**config.mk**
```make
export PLATFORM = sky130hd
export DESIGN_NAME = down_counter_timer
export DESIGN_NICKNAME = d
export VERILOG_FILES = /design/src/rtl/down_counter_timer.sv
export SDC_FILE = /design/constraint.sdc
export NUM_CORES = 1
export LEC_CHECK = 0
export ABC_CLOCK_PERIOD_IN_PS = 1950
export BUFFER_PORTS_ARGS = -buffer_cell sky130_fd_sc_hd__buf_2
export CORE_AREA = 2 2 43 45
export CTS_BUF_LIST = sky130_fd_sc_hd__clkbuf_8
export CTS_CLUSTER_DIAMETER = 120
export DETAILED_ROUTE_END_ITERATION = 10
export DIE_AREA = 0 0 45 47
export PLACE_DENSITY = 0.52
export REMOVE_ABC_BUFFERS = 1
export SLEW_MARGIN = 20
export SYNTH_ARGS = -nofsm -noshare
export SYNTH_HDL_FRONTEND = slang
export SYNTH_SLANG_ARGS = --single-unit
```
**constraint.sdc**
```tcl
create_clock -name clk -period 1.95 [get_ports clk]
set_input_delay 0.0975 -clock clk [delete_from_list [all_inputs] [get_ports clk]]
set_output_delay 0.0975 -clock clk [all_outputs]
set_load 0.05 [all_outputs]
```
**src/rtl/down_counter_timer.sv**
```systemverilog
// down_counter_timer: loadable down-counter/timer with a start/done handshake.
// A preset is counted down to zero; busy is high while counting and done pulses
// for one cycle on reaching zero. All state changes on the falling clock edge.
// Optional feature: define AUTO_RELOAD_EN to reload the preset on zero reach and
// keep running until stop or reset; undefined gives one-shot operation.
module down_counter_timer #(
    parameter int WIDTH = 4
) (
    input  logic             clk,
    input  logic             clear_bar,
    input  logic             load,
    input  logic [WIDTH-1:0] load_val,
    input  logic             start,
    input  logic             stop,
    output logic [WIDTH-1:0] num,
    output logic             busy,
    output logic             done
);

    typedef enum logic {
        IDLE = 1'b0,
        RUN  = 1'b1
    } state_t;

    localparam logic [WIDTH-1:0] COUNT_ZERO = '0;
    localparam logic [WIDTH-1:0] COUNT_ONE  = WIDTH'(1);

    state_t           state, state_n;
    logic [WIDTH-1:0] reload_reg, reload_n;
    logic [WIDTH-1:0] num_n;
    logic             busy_n;
    logic             done_n;
    logic [WIDTH-1:0] start_val;

    // State and registered outputs, updated on the falling edge, cleared asynchronously.
    always_ff @(negedge clk or negedge clear_bar) begin
        if (!clear_bar) begin
            state      <= IDLE;
            num        <= '0;
            reload_reg <= '0;
            busy       <= 1'b0;
            done       <= 1'b0;
        end else begin
            // NOTE: sequential state uses non-blocking assignments so every register
            // samples the values from before this edge, independent of statement order.
            state      <= state_n;
            num        <= num_n;
            reload_reg <= reload_n;
            busy       <= busy_n;
            done       <= done_n;
        end
    end

    // Next-state and next-output logic; load/start/stop priorities resolved here.
    always_comb begin
        // NOTE: every output of this block gets a default first, so no path leaves
        // a variable unassigned and no latch is inferred.
        state_n   = state;
        num_n     = num;
        reload_n  = reload_reg;
        busy_n    = busy;
        done_n    = 1'b0;
        start_val = load ? load_val : num;

        case (state)
            IDLE: begin
                if (load) begin
                    num_n    = load_val;
                    reload_n = load_val;
                end
                if (start) begin
                    if (start_val != COUNT_ZERO) begin
                        state_n = RUN;
                        busy_n  = 1'b1;
                    end else begin
                        done_n  = 1'b1;
                    end
                end
            end

            RUN: begin
                if (stop) begin
                    state_n = IDLE;
                    busy_n  = 1'b0;
                end else if (load) begin
                    num_n    = load_val;
                    reload_n = load_val;
                    // A restart with zero is an immediate zero reach; the new reload
                    // value is zero too, so this always ends the run.
                    if (load_val == COUNT_ZERO) begin
                        done_n  = 1'b1;
                        busy_n  = 1'b0;
                        state_n = IDLE;
                    end
                end else if (num == COUNT_ONE) begin
                    done_n = 1'b1;
`ifdef AUTO_RELOAD_EN
                    if (reload_reg != COUNT_ZERO) begin
                        num_n = reload_reg;
                    end else begin
                        num_n   = COUNT_ZERO;
                        busy_n  = 1'b0;
                        state_n = IDLE;
                    end
`else
                    num_n   = COUNT_ZERO;
                    busy_n  = 1'b0;
                    state_n = IDLE;
`endif
                end else if (num != COUNT_ZERO) begin
                    // The zero guard keeps the count from ever wrapping.
                    num_n = num - COUNT_ONE;
                end else begin
                    // Unreachable in normal use; leave RUN cleanly if it happens.
                    busy_n  = 1'b0;
                    state_n = IDLE;
                end
            end

            default: begin
                state_n = IDLE;
                busy_n  = 1'b0;
            end
        endcase
    end

endmodule

```
==> flow_metrics.env, run 1 <==
export IMPL_outcome="finished, violations left"
export IMPL_violations="negative setup slack"
export IMPL_hold_viol=0
export IMPL_track_usage_pct=17.4
export IMPL_dr_pass1_iters=4
export IMPL_worstPathArrival_ns=1.86
export IMPL_crit_family="flip-flops"
export IMPL_avgSynthCellArea_um2=8.80
export IMPL_synth_cells=61
export IMPL_nNetsFinal=106
export IMPL_worst_setup_path_start_kind="flip-flop"
export IMPL_stdcell_area_um2=812
export IMPL_row_count=15
export IMPL_drc=0
export IMPL_drv_slew=0
export IMPL_placed_cell_area_um2=729
export IMPL_num_vias=594
export IMPL_initial_utilization_pct=32.5
export IMPL_tightest_slew_ns=0.430
export IMPL_vdd_drop_max_mv=0.626
export IMPL_fill_cells=165
export IMPL_numCtsBuffers=3
export IMPL_die_w_um=45
export IMPL_grt_max_degree=13
export IMPL_max_cap_viol_count=0
export IMPL_cp_end_kind="output pin"
export IMPL_drt_vias_per_instance=5.40
export IMPL_fin_skew_ns=0.00122
export IMPL_worst_path_largest_cell_delay_ns=0.45
export IMPL_clk_latency_ns=0.25
export IMPL_cp_slowest_cell="dfrtn_1"
export IMPL_grt_overflow=0
export IMPL_powerDensity_nw_per_um2=1120
export IMPL_coreArea_um2=1650
export IMPL_hp_start="busy$_DFFE_NN0P_"
export IMPL_wl_um=1450
export IMPL_min_delay_path_class="reg -> reg"
export IMPL_fin_setup_tns_ns=-0.00571
export IMPL_p_leak_uw=0.000389
export IMPL_area_growth_synth_to_final_pct=51.3
export IMPL_crit_start="num[1]$_DFFE_NN0P_"
export IMPL_drive_above_1_share_pct=43.0
export IMPL_clk_pin_slew_worst_paths_ns=0.03
export IMPL_synth_top_area_share_pct=32.6
export IMPL_io_buffer_count=14
export IMPL_required_ns=1.85
export IMPL_fin_ws_ns=-0.00571
export IMPL_cts_buffer_depth=2
export IMPL_layout_common_cells="18 x buf_4, 8 x buf_2, 7 x inv_1, 7 x nand3_1, 7 x dfrtn_1"
export IMPL_wl_per_cell_um=13.2
export IMPL_ant_nets=0
export IMPL_synth_distinct_cells=32
export IMPL_worstPathMaxFanout=3
export IMPL_slew_headroom_pct=71.3
export IMPL_ioPinCount=15
export IMPL_num_antenna_cells=0
export IMPL_synth_seq_cells=7
export IMPL_syn_cell_area_um2=537
export IMPL_antenna_found_initial=0
export IMPL_cts_max_level=1
export IMPL_setup_viol=1
export IMPL_cp_cell_sequence="buf_6"
export IMPL_synth_yosys_seq_area_share_pct=32.6
export IMPL_synth_top_cell_by_area="dfrtn_1"
export IMPL_grt_pass1_wl_um=2510
export IMPL_die_h_um=47
export IMPL_path_class="reg -> out"
export IMPL_gp_congestion=0.792
export IMPL_cts_tree="done"
export IMPL_drtIter0Drc=16
export IMPL_clkSinkCount=7
export IMPL_layout_commonest_cell="buf_4"
export IMPL_rsz0062_at_grt="true"
export IMPL_synth_area_leaders="dfrtn_1 33%, ha_1 7.0%, nand3_1 6.5%"
export IMPL_cts_root_buf="clkbuf_8"
export IMPL_grt_pass1_vias=576
export IMPL_dieArea_um2=2120
export IMPL_yosysWarnings=0
export IMPL_dpl_hpwl_um=1150
export IMPL_reg2reg_from="num[1]$_DFFE_NN0P_"
export IMPL_worst_path_buf_inv=1
-- cell families after synthesis --
family | share of synthesized area, %
buffers and inverters | 6.29
DFF | 32.6
AOI/OAI and AO/OA | 23.5
adders and majority gates | 6.99
and+or+nand+nor | 28.4
muxes | 2.10
-- where the power goes --
group | internal (µW) | switching, µW
clock | 136 | 67.4
combinational | 195 | 281
sequential | 187 | 45.6
total | 518 | 394
-- flip-flops by register name, summed over array words and instances (netlist names) --
| register | count |
|---|---|
| busy | 1 |
| done | 1 |
| num | 4 |
| state | 1 |
-- stage by stage --
stage / hold slack, ns / power, µW / worst slack (ns) / util, % / instances
floorplan: 0.495 / 510 / -0.0940 / - / 59
global placement: 0.466 / 659 / -0.195 / 44.2 / 105
detailed placement: 0.483 / 658 / -0.229 / 44.2 / 105
CTS: 0.491 / 896 / -0.0269 / 48.0 / 109
global route: 0.553 / 979 / -0.0355 / 49.2 / 110
finish: 0.511 / 912 / -0.00571 / 49.2 / 110
-- synthesized netlist by cell type, drive strengths merged --
| cell | n |
|---|---|
| a21boi | 1 |
| a21oi | 7 |
| a222oi | 1 |
| a31o | 2 |
| a31oi | 1 |
| buf | 1 |
| clkbuf | 1 |
| dfrtn | 7 |
| ha | 3 |
| inv | 6 |
| mux2 | 1 |
| nand2 | 3 |
| nand2b | 2 |
| nand3 | 8 |
| nor2 | 2 |
| nor3 | 2 |
| nor3b | 1 |
| nor4 | 1 |
| nor4b | 1 |
| o2111ai | 1 |
| o21ai | 1 |
| o21bai | 1 |
| o2bb2ai | 1 |
| o31ai | 1 |
| o32ai | 1 |
| or2 | 1 |
| or4 | 3 |
-- layout make-up --
| class | instances | area [µm²] | share of cell area (%) |
|---|---|---|---|
| Multi-Input combinational cell | 46 | 328 | 40.4 |
| Timing Repair Buffer | 30 | 220 | 27.1 |
| Sequential cell | 7 | 175 | 21.6 |
| Clock buffer | 3 | 41.3 | 5.08 |
| Inverter | 6 | 22.5 | 2.77 |
| Tap cell | 17 | 21.3 | 2.62 |
| Clock inverter | 1 | 3.75 | 0.462 |
-- layer usage --
layer  part of all wire [%]  global-route usage [%]  up-vias
met4                    2.4                    10.6        0
li1                       -                       -      297
met5                      0                       0        -
met1                     47                    21.4      275
met3                    6.3                    7.31        5
met2                     44                    25.4       17
-- repair_timing --
item / in CTS / in global routing
setup endpoints to repair: 6 / 5
hold buffers: 0 / 0
resized for setup: 7 / 4
endpoints found under the hold margin: 0 / 0
cloned: 0 / 0
setup buffers: 0 / 1
-- path summary, 6_finish.rpt --
check	end	slack (ns)	cells after the start
max	num[1]	-0.006	1
min	busy$_DFFE_NN0P_	0.51	2
max reg2reg	num[1]$_DFFE_NN0P_	0.10	7
min reg2reg	busy$_DFFE_NN0P_	0.51	2
max in group asynchronous	busy$_DFFE_NN0P_	1.21	1
min in group asynchronous	num[2]$_DFFE_NN0P_	0.54	1
(Power assumes the default switching activity.)
==> inputs of run 2 (changes only) <==
Settings changed: ABC_AREA set to 1, CORE_AREA 2 2 43 45 to 2 2 45 47, DIE_AREA 0 0 45 47 to 0 0 47 49.
==> flow_metrics.env, run 2 <==
export IMPL_layout_commonest_cell="nand2_1"
export IMPL_grt_overflow=0
export IMPL_drv_slew=0
export IMPL_cts_buffer_depth=2
export IMPL_power_total_uw=1310
export IMPL_slew_headroom_pct=83.7
export IMPL_required_ns=1.85
export IMPL_worstPathArrival_ns=1.82
export IMPL_dpl_hpwl_um=1190
export IMPL_clk_pin_slew_worst_paths_ns=0.03
export IMPL_wl_per_cell_um=9.69
export IMPL_ant_nets=0
export IMPL_coreArea_um2=1840
export IMPL_tightest_slew_ns=0.243
export IMPL_num_antenna_cells=0
export IMPL_area_growth_synth_to_final_pct=34.8
export IMPL_drive_above_1_share_pct=29.3
export IMPL_powerDensity_nw_per_um2=1630
export IMPL_cts_root_buf="clkbuf_8"
export IMPL_drt_vias_per_instance=4.44
export IMPL_synth_seq_cells=7
export IMPL_cts_hold_buf=0
export IMPL_drc=0
export IMPL_async_flop_share_pct=100
export IMPL_grt_pass1_wl_um=2440
export IMPL_grt_pass1_vias=603
export IMPL_synth_distinct_cells=18
export IMPL_yosysMostFrequentCell="nand2_1"
export IMPL_syn_cell_area_um2=597
export IMPL_layout_common_cells="36 x nand2_1, 10 x nand3_1, 8 x inv_1, 8 x buf_2, 8 x buf_4"
export IMPL_row_count=16
export IMPL_vdd_drop_max_mv=0.842
export IMPL_drtIter0Drc=4
export IMPL_fill_cells=206
export IMPL_gp_congestion=0.908
export IMPL_min_delay_path_class="reg -> reg"
export IMPL_worst_path_buf_inv=1
export IMPL_io_buffer_count=14
export IMPL_crit_family="flip-flops"
export IMPL_path_class="reg -> out"
export IMPL_cts_max_level=1
export IMPL_synth_yosys_seq_area_share_pct=29.4
export IMPL_ioPinCount=15
export IMPL_clk_latency_ns=0.24
export IMPL_wl_um=1390
export IMPL_avgSynthCellArea_um2=6.35
export IMPL_stdcell_area_um2=805
export IMPL_num_vias=635
export IMPL_setup_viol=0
export IMPL_cts_tree="done"
export IMPL_outcome="complete, no violations"
export IMPL_numCtsBuffers=3
export IMPL_synth_edf_count=0
export IMPL_dr_pass1_iters=4
export IMPL_yosysWarnings=0
export IMPL_synth_top_area_share_pct=29.4
export IMPL_synth_top_cell_by_area="dfrtn_1"
export IMPL_synth_cells=94
export IMPL_cp_slowest_cell="dfrtn_1"
export IMPL_worst_path_largest_cell_delay_ns=0.40
export IMPL_hold_viol=0
export IMPL_synth_ff_type="dfrtn_1"
export IMPL_cp_end_kind="output pin"
export IMPL_clkSinkCount=7
export IMPL_worstPathMaxFanout=2
export IMPL_ys_top_cells_by_count="36 x nand2_1, 10 x nand3_1, 7 x dfrtn_1, 7 x inv_1, 7 x nor2_1"
export IMPL_antenna_found_initial=0
export IMPL_post_cts_setup_buffer_count=0
export IMPL_cp_cell_sequence="buf_4"
export IMPL_initial_utilization_pct=32.4
export IMPL_rsz0062_at_grt="false"
export IMPL_fin_skew_ns=0.000528
export IMPL_grt_max_degree=10
export IMPL_p_leak_uw=0.000451
export IMPL_placed_cell_area_um2=733
export IMPL_dieArea_um2=2300
export IMPL_worst_setup_path_start_kind="flip-flop"
export IMPL_synth_area_leaders="dfrtn_1 29%, nand2_1 23%, nand3_1 8.4%"
export IMPL_die_h_um=49
export IMPL_largest_register="num"
export IMPL_track_usage_pct=14.5
export IMPL_max_cap_viol_count=0
export IMPL_nNetsFinal=129
export IMPL_die_w_um=47
export IMPL_largest_reg_flops=4
[run 2: cell count changes in the layout (fill, tap and decap cells not counted), sizes merged, moves of 2 or more]
| cell | change |
|---|---|
| a21oi | -3 |
| a31o | -2 |
| buf | -11 |
| inv | +6 |
| nand2 | +36 |
| nand2b | -2 |
| nand3 | +2 |
| nor2 | +6 |
| nor3 | -2 |
| o21ai | +5 |
| or4 | -3 |
[run 2: worst paths after layout]
path,depth (start not counted),end,slack [ns],from
setup / recovery,1,busy,0.03,busy$_DFFE_NN0P_
hold / removal,2,busy$_DFFE_NN0P_,0.44,busy$_DFFE_NN0P_
setup reg to reg,7,num[3]$_DFFE_NN0P_,0.53,num[0]$_DFFE_NN0P_
hold reg to reg,2,busy$_DFFE_NN0P_,0.44,busy$_DFFE_NN0P_
max in group asynchronous,1,state$_DFF_NN0_,1.23,clear_bar
min in group asynchronous,1,num[1]$_DFFE_NN0P_,0.54,clear_bar
[run 2: timing repair]
| action | in CTS | in global routing |
|---|---|---|
| gates cloned | 0 | 0 |
| pin swaps | 0 | 0 |
| setup endpoints to repair | 5 | 4 |
| gates resized for setup | 5 | 5 |
[run 2: worst register-to-register path, delay by kind of cell, from the launching register on]
| kind | cells | cell delay (ns) |
|---|---|---|
| DFF | 1 | 0.34 |
| and+or+nand+nor | 3 | 0.38 |
| adders and majority gates | 1 | 0.18 |
| AOI/OAI and AO/OA | 1 | 0.12 |
| buffers and inverters | 2 | 0.25 |
[run 2: cell families (layout without fill, tap and decap cells)]
kind of cell	count (synthesis)	in the layout	share of synthesized area [%]
flops	7	7	29.4
simple gates	59	59	42.8
fa+ha+maj	3	3	6.29
buf+inv	13	35	8.39
compound gates	12	12	13.2
[run 2: final cells by class]
class | count | area, µm² | area share [%]
multi-input combinational | 74 | 372 | 46.2
sequential | 7 | 175 | 21.8
timing repair buffer | 19 | 134 | 16.6
inverter | 12 | 45.0 | 5.60
clock buffer | 3 | 41.3 | 5.13
tap | 27 | 33.8 | 4.20
clock inverter | 1 | 3.75 | 0.467
[run 2: report_power, final]
part	switching, µW	internal (µW)
combinational	556	303
clock	56.8	135
sequential	48.2	215
[run 2: layer usage]
| layer | vias up | routed length, µm | track usage [%] |
|---|---|---|---|
| li1 | 342 | - | - |
| met1 | 278 | 602 | 17.7 |
| met2 | 15 | 727 | 23.5 |
| met3 | 0 | 55 | 5.93 |
| met4 | 0 | 0 | 2.78 |
| met5 | - | 0 | 0 |
[run 2: through the flow]
| step | setup TNS [ns] | instances | setup slack (ns) | hold WS, ns | util, % |
|---|---|---|---|---|---|
| after floorplan | 0 | 93 | 0.0969 | 0.499 | - |
| after global placement | 0 | 139 | 0.00432 | 0.421 | 39.8 |
| after detailed placement | -0.0401 | 139 | -0.0135 | 0.438 | 39.8 |
| after CTS | 0 | 143 | 0.00518 | 0.461 | 42.9 |
| after global routing | 0 | 143 | 0.00223 | 0.478 | 43.7 |
| final | 0 | 143 | 0.0299 | 0.445 | 43.7 |
==> inputs of run 3 (changes only) <==
Settings changed: BUFFER_PORTS_ARGS -buffer_cell sky130_fd_sc_hd__buf_2 to -buffer_cell sky130_fd_sc_hd__clkbuf_2.
==> flow_metrics.env, run 3 (synthesis gave the netlist of run 2 again) <==
export IMPL_outcome="complete, no violations"
export IMPL_p_leak_uw=0.000457
export IMPL_largest_reg_flops=4
export IMPL_fill_cells=194
export IMPL_clkSinkCount=7
export IMPL_stdcell_area_um2=816
export IMPL_grt_pass1_vias=546
export IMPL_hold_viol=0
export IMPL_worstPathMaxFanout=2
export IMPL_fin_util_pct=44.3
export IMPL_cts_buffer_depth=2
export IMPL_dr_pass1_iters=4
export IMPL_io_buffer_count=14
export IMPL_cts_root_buf="clkbuf_8"
export IMPL_clk_latency_ns=0.24
export IMPL_antenna_found_initial=0
export IMPL_area_growth_synth_to_final_pct=36.7
export IMPL_drt_vias_per_instance=4.50
export IMPL_worstPathArrival_ns=1.83
export IMPL_path_class="reg -> out"
export IMPL_post_cts_setup_buffer_count=0
export IMPL_cts_tree="done"
export IMPL_num_antenna_cells=0
export IMPL_worst_setup_path_start_kind="flip-flop"
export IMPL_coreArea_um2=1840
export IMPL_crit_family="flip-flops"
export IMPL_gp_congestion=0.906
export IMPL_track_usage_pct=14.1
export IMPL_setup_viol=0
export IMPL_multi_input_area_um2=372
export IMPL_cp_cell_sequence="clkbuf_8"
export IMPL_cts_resized_gates=9
export IMPL_wl_per_cell_um=9.56
export IMPL_drc=0
export IMPL_cp_slowest_cell="dfrtn_1"
export IMPL_dieArea_um2=2300
export IMPL_layout_common_cells="36 x nand2_1, 10 x nand3_1, 8 x inv_1, 8 x clkbuf_2"
export IMPL_placed_cell_area_um2=733
export IMPL_worst_path_largest_cell_delay_ns=0.42
export IMPL_grt_overflow=0
export IMPL_powerDensity_nw_per_um2=1630
export IMPL_grt_pass1_wl_um=2370
export IMPL_crit_start="busy$_DFFE_NN0P_"
export IMPL_worst_path_buf_inv=1
export IMPL_die_h_um=49
export IMPL_drv_slew=0
export IMPL_die_w_um=47
export IMPL_row_count=16
export IMPL_largest_register="num"
export IMPL_initial_utilization_pct=32.4
export IMPL_max_cap_viol_count=0
export IMPL_reg2reg_from="num[1]$_DFFE_NN0P_"
export IMPL_drive_above_1_share_pct=29.3
export IMPL_wl_um=1370
export IMPL_rsz0062_at_grt="false"
export IMPL_num_vias=644
export IMPL_hp_start="busy$_DFFE_NN0P_"
export IMPL_cp_end_kind="output pin"
export IMPL_grt_max_degree=10
export IMPL_nNetsFinal=129
export IMPL_tightest_slew_ns=0.253
export IMPL_fin_skew_ns=0.00122
export IMPL_vdd_drop_max_mv=0.920
export IMPL_clk_pin_slew_worst_paths_ns=0.03
export IMPL_ioPinCount=15
export IMPL_cts_hold_buf=0
export IMPL_numCtsBuffers=3
export IMPL_required_ns=1.85
export IMPL_regArea_um2=175
export IMPL_layout_commonest_cell="nand2_1"
export IMPL_drtIter0Drc=11
export IMPL_cts_max_level=1
export IMPL_dpl_hpwl_um=1160
export IMPL_slew_headroom_pct=83.1
export IMPL_min_delay_path_class="reg -> reg"
export IMPL_ant_nets=0
## run 3: cell count changes in the layout (fill, tap and decap cells not counted)
| cell | before | now |
|---|---|---|
| buf_2 | 8 | 0 |
| buf_4 | 8 | 7 |
| buf_6 | 3 | 1 |
| clkbuf_2 | 0 | 8 |
| clkbuf_8 | 3 | 6 |
## run 3: layer usage
metal,track usage [%],vias up,wire (µm)
li1,-,343,-
met3,5.56,2,43
met1,19.1,279,632
met5,0,-,0
met4,2.78,0,14
met2,21.2,20,676
## run 3: cell type report
type | instances | area share [%]
clock buffers | 3 | 5.06
clock inverters | 1 | 0.460
inverters | 12 | 5.52
multi-input cells | 74 | 45.6
flip-flops and latches | 7 | 21.5
well taps | 27 | 4.14
repair buffers | 19 | 17.8
## run 3: worst paths after layout
path / end / slack [ns] / cells past startpoint
min: busy$_DFFE_NN0P_ / 0.46 / 2
max in group asynchronous: state$_DFF_NN0_ / 1.21 / 1
max reg2reg: num[0]$_DFFE_NN0P_ / 0.54 / 7
min in group asynchronous: num[1]$_DFFE_NN0P_ / 0.55 / 1
max: busy / 0.02 / 1
min reg2reg: busy$_DFFE_NN0P_ / 0.46 / 2
## run 3: report_power, final
| part | leakage, µW | switching [µW] | internal (µW) | total [µW] |
|---|---|---|---|---|
| logic | 0.000344 | 555 | 319 | 874 |
| registers | 0.0000864 | 50.5 | 215 | 265 |
| clock network | 0.0000269 | 53.2 | 135 | 188 |
| total | 0.000457 | 659 | 669 | 1330 |
## run 3: through the flow
step / power, µW / TNS, ns / cells / setup WS (ns) / hold slack, ns
floorplan: 841 / 0 / 93 / 0.0969 / 0.499
global placement: 1080 / -0.0148 / 139 / -0.00893 / 0.426
detailed placement: 1070 / -0.123 / 139 / -0.0335 / 0.437
CTS: 1330 / 0 / 143 / 0.00518 / 0.455
global route: 1460 / 0 / 143 / 0.000467 / 0.473
finish: 1330 / 0 / 143 / 0.0242 / 0.456
## run 3: tightest hold or removal path: stages, from the launching register on
cell     delay, ns
dfrtn_1       0.42
nand2_1       0.07
nand2_1       0.05
